$ cat config.mk
export PLATFORM = sky130hd
export DESIGN_NAME = sel21_arb
export DESIGN_NICKNAME = d
export VERILOG_FILES = /design/src/rtl/sel21_pkg.sv /design/src/rtl/sel21_dwell_cnt.sv /design/src/rtl/sel21_arb.sv
export SDC_FILE = /design/constraint.sdc
export NUM_CORES = 1
export LEC_CHECK = 0
export CORE_MARGIN = 2
export CORE_UTILIZATION = 45
export CTS_CLUSTER_DIAMETER = 50
export DETAILED_ROUTE_END_ITERATION = 10
export PLACE_DENSITY = 0.73
export SETUP_SLACK_MARGIN = 0.15
export SLEW_MARGIN = 20
export SYNTH_ARGS = -nofsm -noshare
export SYNTH_HDL_FRONTEND = slang
export SYNTH_SLANG_ARGS = --single-unit
$ cat constraint.sdc
create_clock -name CLK -period 2.5 [get_ports CLK]
set_input_delay 0.75 -clock CLK [delete_from_list [all_inputs] [get_ports CLK]]
set_output_delay 0.75 -clock CLK [all_outputs]
set_load 0.02 [all_outputs]
$ cat src/rtl/sel21_pkg.sv
// Shared definitions for the sel21_arb round-robin select controller:
// state encoding and default dwell limits.
package sel21_pkg;

  typedef enum logic [1:0] {
    IDLE   = 2'b00,
    GRANT0 = 2'b01,
    GRANT1 = 2'b10
  } state_t;

  localparam int HOLD_MIN_DEF = 4;
  localparam int MAX_HOLD_DEF = 16;

endpackage

$ cat src/rtl/sel21_dwell_cnt.sv
// Dwell counter for the current grant: synchronous clear, enable and
// saturation at MAX_HOLD-1, with minimum-dwell and timeout flags.
module sel21_dwell_cnt #(
  parameter int CNT_W    = 8,
  parameter int HOLD_MIN = 4,
  parameter int MAX_HOLD = 16
) (
  input  logic             clk,
  input  logic             rst_n,
  input  logic             clr,
  input  logic             en,
  output logic [CNT_W-1:0] cnt,
  output logic             ge_min,
  output logic             at_max
);

  localparam logic [CNT_W-1:0] MIN_V = CNT_W'(HOLD_MIN - 1);
  localparam logic [CNT_W-1:0] MAX_V = CNT_W'(MAX_HOLD - 1);

  always_ff @(posedge clk or negedge rst_n) begin
    if (!rst_n) begin
      cnt <= '0;
    end else if (clr) begin
      cnt <= '0;
    end else if (en && (cnt != MAX_V)) begin
      cnt <= cnt + 1'b1;
    end
  end

  assign ge_min = (cnt >= MIN_V);
  assign at_max = (cnt == MAX_V);

endmodule

$ cat src/rtl/sel21_arb.sv
// Round-robin select controller driving mux21 S1 with min-dwell/max-hold.
// Optional SEL21_ARB_STAT_EN adds SW_CNT, a saturating handover counter.
module sel21_arb
  import sel21_pkg::*;
#(
  parameter int HOLD_MIN = HOLD_MIN_DEF,
  parameter int MAX_HOLD = MAX_HOLD_DEF,
  parameter int CNT_W    = 8
) (
  input  logic       CLK,
  input  logic       RST_N,
  input  logic       REQ0,
  input  logic       REQ1,
  input  logic       DONE,
  output logic       S1,
  output logic       GNT0,
  output logic       GNT1,
  output logic       BUSY
`ifdef SEL21_ARB_STAT_EN
  ,
  output logic [7:0] SW_CNT
`endif
);

  generate
    if (HOLD_MIN < 1 || MAX_HOLD < HOLD_MIN || MAX_HOLD > 255 || (2 ** CNT_W) <= MAX_HOLD) begin : g_bad_param
      $error("sel21_arb: illegal HOLD_MIN/MAX_HOLD/CNT_W combination");
    end
  endgenerate

  state_t           state_reg, state_next;
  logic             s1_reg, last_reg;
  logic             enter0, enter1;
  logic             rel0, rel1;
  logic             ge_min, at_max;
  logic [CNT_W-1:0] cnt;

  sel21_dwell_cnt #(
    .CNT_W   (CNT_W),
    .HOLD_MIN(HOLD_MIN),
    .MAX_HOLD(MAX_HOLD)
  ) u_dwell (
    .clk   (CLK),
    .rst_n (RST_N),
    .clr   (state_next != state_reg),
    .en    (state_reg != IDLE),
    .cnt   (cnt),
    .ge_min(ge_min),
    .at_max(at_max)
  );

  assign rel0 = (ge_min && (!REQ0 || DONE)) || (at_max && REQ1);
  assign rel1 = (ge_min && (!REQ1 || DONE)) || (at_max && REQ0);

  always_comb begin
    state_next = state_reg;
    enter0     = 1'b0;
    enter1     = 1'b0;
    case (state_reg)
      IDLE: begin
        if (REQ0 && REQ1) begin
          enter0 = last_reg;
          enter1 = !last_reg;
        end else begin
          enter0 = REQ0;
          enter1 = REQ1;
        end
      end
      GRANT0: begin
        if (rel0) begin
          if (REQ1) enter1 = 1'b1;
          else      state_next = IDLE;
        end
      end
      GRANT1: begin
        if (rel1) begin
          if (REQ0) enter0 = 1'b1;
          else      state_next = IDLE;
        end
      end
      default: state_next = IDLE;
    endcase
    if (enter0) state_next = GRANT0;
    if (enter1) state_next = GRANT1;
  end

  // S1 and LAST only move when a grant is issued, so S1 parks in IDLE.
  always_ff @(posedge CLK or negedge RST_N) begin
    if (!RST_N) begin
      state_reg <= IDLE;
      s1_reg    <= 1'b0;
      last_reg  <= 1'b1;
    end else begin
      state_reg <= state_next;
      if (enter0 || enter1) begin
        s1_reg   <= enter1;
        last_reg <= enter1;
      end
    end
  end

  assign S1   = s1_reg;
  assign GNT0 = (state_reg == GRANT0);
  assign GNT1 = (state_reg == GRANT1);
  assign BUSY = (state_reg != IDLE);

`ifdef SEL21_ARB_STAT_EN
  logic [7:0] sw_cnt_reg;
  logic       handover;

  // A grant to the channel that did not own last time is a handover.
  assign handover = (enter0 && last_reg) || (enter1 && !last_reg);

  always_ff @(posedge CLK or negedge RST_N) begin
    if (!RST_N) begin
      sw_cnt_reg <= 8'd0;
    end else if (handover && (sw_cnt_reg != 8'hFF)) begin
      sw_cnt_reg <= sw_cnt_reg + 8'd1;
    end
  end

  assign SW_CNT = sw_cnt_reg;
`endif

endmodule
==> key figures, run 1 <==
Critical path
  – CP max-delay cell: dfrtp_1
  – CP endpoint kind: output port
  – Worst setup SP type: register
  – Critical path class: register to output port
  – R2r endpoint: u_dwell.cnt[2]
  – WP data required: 1.75 ns
  – CP Max Fanout: 7
  – Crit path launch: state_reg[1]
  – Worst path cell trace: or2_2 > dlygate4sd2_1
  – Reg2Reg Depth: 6
  – Reg2reg start: u_dwell.cnt[0]
  – Max incr delay on CP: 0.45 ns
  – Crit path arrival time: 1.37 ns
  – FF-to-FF setup slack: around 0.57 ns

Floorplanning
  – Die width: 44.0 um
  – Num ports: 9
  – Total core area: 1510 um2
  – Std-Cell Rows: 14
  – DIE HEIGHT: roughly 44 um
  – Die area: 1930 um2
  – Initial core utilization: a little under half

Placement
  – Total placed cells including tap cells: 100
  – PortBufs: 8
  – Global placer's final weighted congestion: 0.853
  – DP Worst Slack: 0.216 ns
  – DP HPWL: 1.01 mm

Final layout
  – Net count, final: 95
  – Layout cells sized above 1: 19.3%
  – Finished Layout Cells: 104
  – Util after Layout: 57.5%
  – FILL cells: 130
  – Area delta synth->final: 20.3%
  – Largest register FFs: 8
  – # diodes: 0

Timing
  – Fin crit period: 2.12 ns
  – Final hold violation count: 0
  – Clock Skew: 0.00123 ns
  – Setup_tns: 0 ns
  – Setup Viol. Count Final: 0
  – Max-slew violation total from the final report: 0
  – Final worst slack: roughly 0.38 ns
  – Unrepaired setup endpoints after global routing: no
  – Slew @ Worst Pin: 0.524 ns
  – Fmax: 471 MHz
  – Worst slew margin: approximately two thirds
  – Final period util: 84.9%
  – Hold Slack: 0.483 ns

Job
  – Max Cap Viol: 0

Logic synthesis
  – Synth top area share: 38.3%
  – Post-synthesis mux area share: 1.39%
  – Area leader, netlist: dfrtp_1
  – Area contributors post-synth: dfrtp_1, nand2_1, nor2_1
  – Warnings, synthesis: 0
  – Synth Area in Compound Gates: 24.5%
  – Post-Synth XOR/XNOR Area: 4.87%
  – Register area share after synthesis: 41.9%
  – Synth Net Count: ~80
  – Post-synthesis simple-gate area fraction: 23.3%
  – Avg Cell Area, Syn: 9.59 um2
  – Adder-cell share of the synthesized area: 1.74%
  – Main flop type after synthesis: dfrtp_1
  – Count leader, synth: dfrtp_1
  – Combinational family with the most area after synthesis: compound AO/OA/AOI/OAI gates
  – Yosys cell types: 33
  – Ys async rst share: 100%
  – EDFF count, synth: 0
  – Synthesis-stage register bit count: 12
  – Syn Inst Count: 75
  – Most frequent cells after synthesis: dfrtp_1, nand2_1, nor2_1
  – Cell Area, Synth: roughly 720 um2

Global routing
  – GR Util All Layers: 16.8%
  – Global-route wire length before repair: approximately 2.4 mm
  – Busiest layer in global routing: met2
  – Initial antenna violation count: 0
  – Met3 GRT Util: 2.50%
  – Vias in the first global route: 600
  – GRT overflow: 0
  – Pin count of the biggest net entering global routing: 13
  – Met1 Track Usage GR: 22.7%
  – GR Util met2: between 20% and 30%

Clock network
  – Root Buffer: clkbuf_4
  – CTS H-tree depth: 1
  – Worst-path clk slew: ~0.07 ns
  – Worst-case clock buffer depth: 2
  – CTS Sinks: 12
  – CTS tree: yes
  – CTS Buf Count: 3
  – Clock latency on the worst-skew pair: 0.27 ns

Pwr
  – P per Cell Area: 984 nW/um2
  – Worst vdd ir: 0.426 mV
  – Lkg Pwr: 0.000398 uW

Detailed routing
  – 1st-iter DRT viols: 21
  – Via count: about 600
  – Final WL: 1.35 mm
  – Vias per inst: 5.78
  – Pre-antenna DRT Iters: 4
  – Final antenna-violating net count: 0
  – Wire per inst: ~13 um
  – Remaining routing DRC violations: 0

Min path
  – HP Start: last_reg
  – Min-Delay Path Class: register to register
  – Worst hold stages: 2
  – Worst Hold Path EP: last_reg

Run status
  – Status: complete, no violations
==> worst max path at each step <==
stage | end | slack [ns] | cells after the start
after detailed placement | u_dwell.cnt[2] | 0.22 | 6
after global placement | state_reg[0] | 0.26 | 6
after CTS | GNT1 | 0.20 | 2
after floorplan | u_dwell.cnt[2] | 0.73 | 6
final | BUSY | 0.38 | 2
after global routing | BUSY | 0.32 | 2
==> report_power, final <==
part | leakage (uW) | internal [uW] | switching (uW) | total, uW
combinational | 0.000220 | 183 | 229 | 413
clock | 0.0000210 | 88.6 | 63.7 | 152
sequential | 0.000158 | 244 | 43.3 | 287
==> cells in the final DEF, fill, tap and decap left out, drive strengths merged, types with 2 or more instances in the layout <==
cell type / netlist / layout
a21oi: 5 / 5
xnor2: 2 / 2
nor2: 8 / 8
nor3: 2 / 2
dfrtp: 11 / 11
xor2: 2 / 2
o22ai: 2 / 2
clkdlybuf4s50: 0 / 5
clkbuf: 0 / 4
a31oi: 2 / 2
dlygate4sd2: 0 / 2
inv: 3 / 3
nand4: 3 / 3
nor2b: 2 / 2
a21boi: 4 / 4
and3: 2 / 2
buf: 1 / 2
nand2: 9 / 9
o21ai: 2 / 2
==> routing by layer <==
layer | share of wire, % | wire length, um
met5 | 0 | 0
met4 | 1.8 | 24
met3 | 5.8 | 79
met2 | 44 | 598
met1 | 48 | 651
==> cell type report <==
| class | count | area (um2) | share of cell area, % |
|---|---|---|---|
| multi-input cells | 59 | 402 | 46.4 |
| flip-flops and latches | 12 | 302 | 34.8 |
| clock buffers | 4 | 36.3 | 4.19 |
| repair buffers | 10 | 95.1 | 11.0 |
| well taps | 16 | 20.0 | 2.31 |
| inverters | 3 | 11.3 | 1.30 |
==> cell families after synthesis <==
logic type | Yosys count
and+or+nand+nor | 32
buffers and inverters | 4
DFF | 12
adders and majority gates | 1
AOI/OAI and AO/OA | 21
xor gates and xnor gates | 4
muxes | 1
==> through the flow <==
step,power (uW),cell area (um2)
2_1_floorplan,579,719
3_3_place_gp,719,830
3_5_place_dp,717,830
4_1_cts,861,863
5_1_grt,917,866
6_report,852,866
==> critical path: cells and delay by family, from the launching register on <==
kind | cells | cell delay (ns)
flip-flops | 1 | 0.45
buffers and inverters | 1 | 0.33
AND/OR/NAND/NOR | 1 | 0.32
==> what timing repair did <==
action | in CTS | in global routing
buffers inserted | 0 | 0
hold buffers | 0 | 0
gates resized for setup | 2 | 1
endpoints found under the setup margin | 2 | 1
cloned | 0 | 0
(Power assumes the default switching activity.)
==> run 2: changes to the inputs <==
PLACE_DENSITY = 0.75   (was 0.73)
clock period = 1.8 ns   (was 2.5 ns; I/O delays follow)
==> run 2 against run 1 <==
Net effect:
- the run now ends with negative setup slack left
- clock skew fell by 0.00052 ns
- hold slack better by 0.0053 ns
- critical path depth is 3 higher
- via count increased by 13%
- routed wire length increased by 30%
- first-iteration DRC count shrank 71%
- die area unchanged
- count of clock-buffer cells in the layout unchanged
- critical path type is now register to register
- largest power group unchanged
==> key figures, run 2 (synthesis gave the netlist of run 1 again) <==
Critical path
  – Reg2reg start: u_dwell.cnt[6] (was u_dwell.cnt[0])
  – Worst setup SP type: register (unchanged)
  – Crit path arrival time: 1.99 ns (was 1.37 ns)
  – R2r endpoint: u_dwell.cnt[2] (unchanged)
  – WP data required: 1.98 ns (was 1.75 ns)
  – FF-to-FF setup slack: -0.01 ns (was 0.57 ns)
  – CP Max Fanout: 8 (was 7)
  – Critical path class: register to register (was register to output port)
  – CP endpoint kind: register (was output port)
  – Reg2Reg Depth: 5 (was 6)

Timing
  – Max-slew violation total from the final report: 0 (unchanged)
  – Unrepaired setup endpoints after global routing: yes (was no)
  – Setup Viol. Count Final: 2 (was 0)
  – Clock Skew: 0.000706 ns (was 0.00123 ns)
  – Final worst slack: -0.0116 ns (was 0.378 ns)
  – Fmax: 552 MHz
  – Final period util: 101%
  – Slew @ Worst Pin: 0.526 ns (was 0.524 ns)
  – Worst slew margin: 64.8% (was 64.9%)
  – Setup_tns: -0.0147 ns (was 0 ns)
  – Fin crit period: 1.81 ns
  – Final hold violation count: 0 (unchanged)

Final layout
  – # diodes: 0 (unchanged)
  – FILL cells: 111 (was 130)
  – Util after Layout: 69.8% (was 57.5%)
  – Final Cell Area: 1050 um2 (was 866 um2)
  – Net count, final: 114 (was 95)
  – Commonest cells after routing, fill and taps aside: buf_4, dfrtp_1, nand2_1, nor2_1, a21oi_1 (was dfrtp_1, nand2_1, nor2_1)
  – Most common cell after layout, fill and taps aside: buf_4 (was dfrtp_1)
  – Largest register FFs: 8 (unchanged)
  – Finished Layout Cells: 123 (was 104)
  – Layout cells sized above 1: 43.0% (was 19.3%)
  – Area delta synth->final: 46.1% (was 20.3%)

Floorplanning
  – Num ports: 9 (unchanged)
  – DIE HEIGHT: 44.0 um (unchanged)
  – Die width: 44.0 um (unchanged)
  – Die area: 1930 um2 (unchanged)
  – Total core area: 1510 um2 (unchanged)
  – Std-Cell Rows: 14 (unchanged)
  – Initial core utilization: 47.8% (unchanged)

Pwr
  – Lkg Pwr: 0.000478 uW (was 0.000398 uW)
  – Worst vdd ir: 0.667 mV (was 0.426 mV)
  – P per Cell Area: 1370 nW/um2 (was 984 nW/um2)

Detailed routing
  – Wire per inst: 14.3 um (was 13.0 um)
  – Vias per inst: 5.54 (was 5.78)
  – Via count: 682 (was 601)
  – Pre-antenna DRT Iters: 4 (unchanged)
  – 1st-iter DRT viols: 6 (was 21)
  – Final WL: 1.76 mm (was 1.35 mm)
  – Routed wl met3: 56 um (was 79 um)
  – Met2 wire len: 850 um (was 598 um)
  – Top routing layer in use: met4 (unchanged)
  – Remaining routing DRC violations: 0 (unchanged)
  – Met1 WL: 816 um (was 651 um)
  – Final antenna-violating net count: 0 (unchanged)

Placement
  – Total placed cells including tap cells: 112 (was 100)
  – DP Worst Slack: -0.177 ns (was 0.216 ns)
  – Global placer's final weighted congestion: 0.918 (was 0.853)
  – DP HPWL: 1.19 mm (was 1.01 mm)
  – PortBufs: 8 (unchanged)
  – Dpl cell area: 927 um2 (was 830 um2)

Clock network
  – Root Buffer: clkbuf_4 (unchanged)
  – Worst-case clock buffer depth: 2 (unchanged)
  – Hold Buf Count CTS: 0 (unchanged)
  – Clock latency on the worst-skew pair: 0.27 ns (about the same)
  – Worst-path clk slew: 0.07 ns (about the same)
  – CTS Buf Count: 3 (unchanged)
  – CTS H-tree depth: 1 (unchanged)
  – CTS Sinks: 12 (unchanged)
  – CTS tree: yes (unchanged)

Global routing
  – GRT overflow: 0 (unchanged)
  – Global-route wire length before repair: 3.06 mm (was 2.39 mm)
  – GR Util All Layers: 21.7% (was 16.8%)
  – Pin count of the biggest net entering global routing: 13 (unchanged)
  – Initial antenna violation count: 0 (unchanged)
  – Vias in the first global route: 688 (was 600)

Job
  – Max Cap Viol: 0 (unchanged)

Run status
  – Status: finished, violations left (was complete, no violations)
  – Failing checks: negative setup slack

Min path
  – Min-Delay Path Class: register to register (unchanged)
  – Worst Hold Path EP: S1 (was last_reg)
  – Worst hold stages: 2 (unchanged)
  – HP Start: S1 (was last_reg)
run 2: cell types whose count changed in the layout (fill, tap and decap cells not counted), moves of 2 or more:
cell	delta
buf_6	+2
o22ai_2	-2
buf_4	+18
o22ai_4	+2
nor2b_2	+2
buf_2	+2
nor2b_1	-2
run 2: layer usage:
layer | vias up | global-route usage, %
met5 | - | 0
met3 | 4 | 3.75
met1 | 328 | 28.2
met4 | 0 | 12.7
met2 | 13 | 33.8
li1 | 337 | -
run 2: final cells by class:
| cell class | instances | area, um2 | area share (%) |
|---|---|---|---|
| timing repair buffer | 29 | 231 | 22.0 |
| multi-input combinational | 59 | 450 | 42.9 |
| sequential | 12 | 302 | 28.7 |
| inverter | 3 | 11.3 | 1.07 |
| clock buffer | 4 | 36.3 | 3.45 |
| tap | 16 | 20.0 | 1.90 |
run 2: how the worst max path moves through the flow:
stage / start / to / slack, ns / cells past startpoint
detailed placement: REQ0 / state_reg[0] / -0.18 / 6
global route: u_dwell.cnt[6] / u_dwell.cnt[2] / -0.05 / 5
finish: u_dwell.cnt[6] / u_dwell.cnt[2] / -0.01 / 5
global placement: REQ0 / u_dwell.cnt[2] / -0.16 / 6
floorplan: u_dwell.cnt[0] / u_dwell.cnt[2] / 0.09 / 6
CTS: u_dwell.cnt[0] / u_dwell.cnt[2] / 0.02 / 6
run 2: where the power goes:
part | leakage (uW) | switching (uW) | total [uW] | internal, uW
registers | 0.000158 | 59.0 | 397 | 338
clock network | 0.0000210 | 89.2 | 212 | 123
logic | 0.000299 | 398 | 829 | 431
run 2: through the flow:
step / total power, uW / hold slack (ns)
2_1_floorplan: 809 / 0.244
6_report: 1440 / 0.488
3_5_place_dp: 1110 / 0.480
3_3_place_gp: 1110 / 0.479
4_1_cts: 1330 / 0.491
5_1_grt: 1530 / 0.519
run 2: critical path: stages, from the launching register on:
cell and delay [ns]:
dfrtp_1 0.42, or4_4 0.60, o22ai_4 0.20, a21bo_2 0.19, o211ai_4 0.13, a311oi_2 0.19
run 2: what timing repair did:
item,in CTS,in global routing
buffers inserted,3,4
pin swaps,12,6
gates resized for setup,18,8
setup endpoints to repair,16,15
hold endpoints to repair,0,0
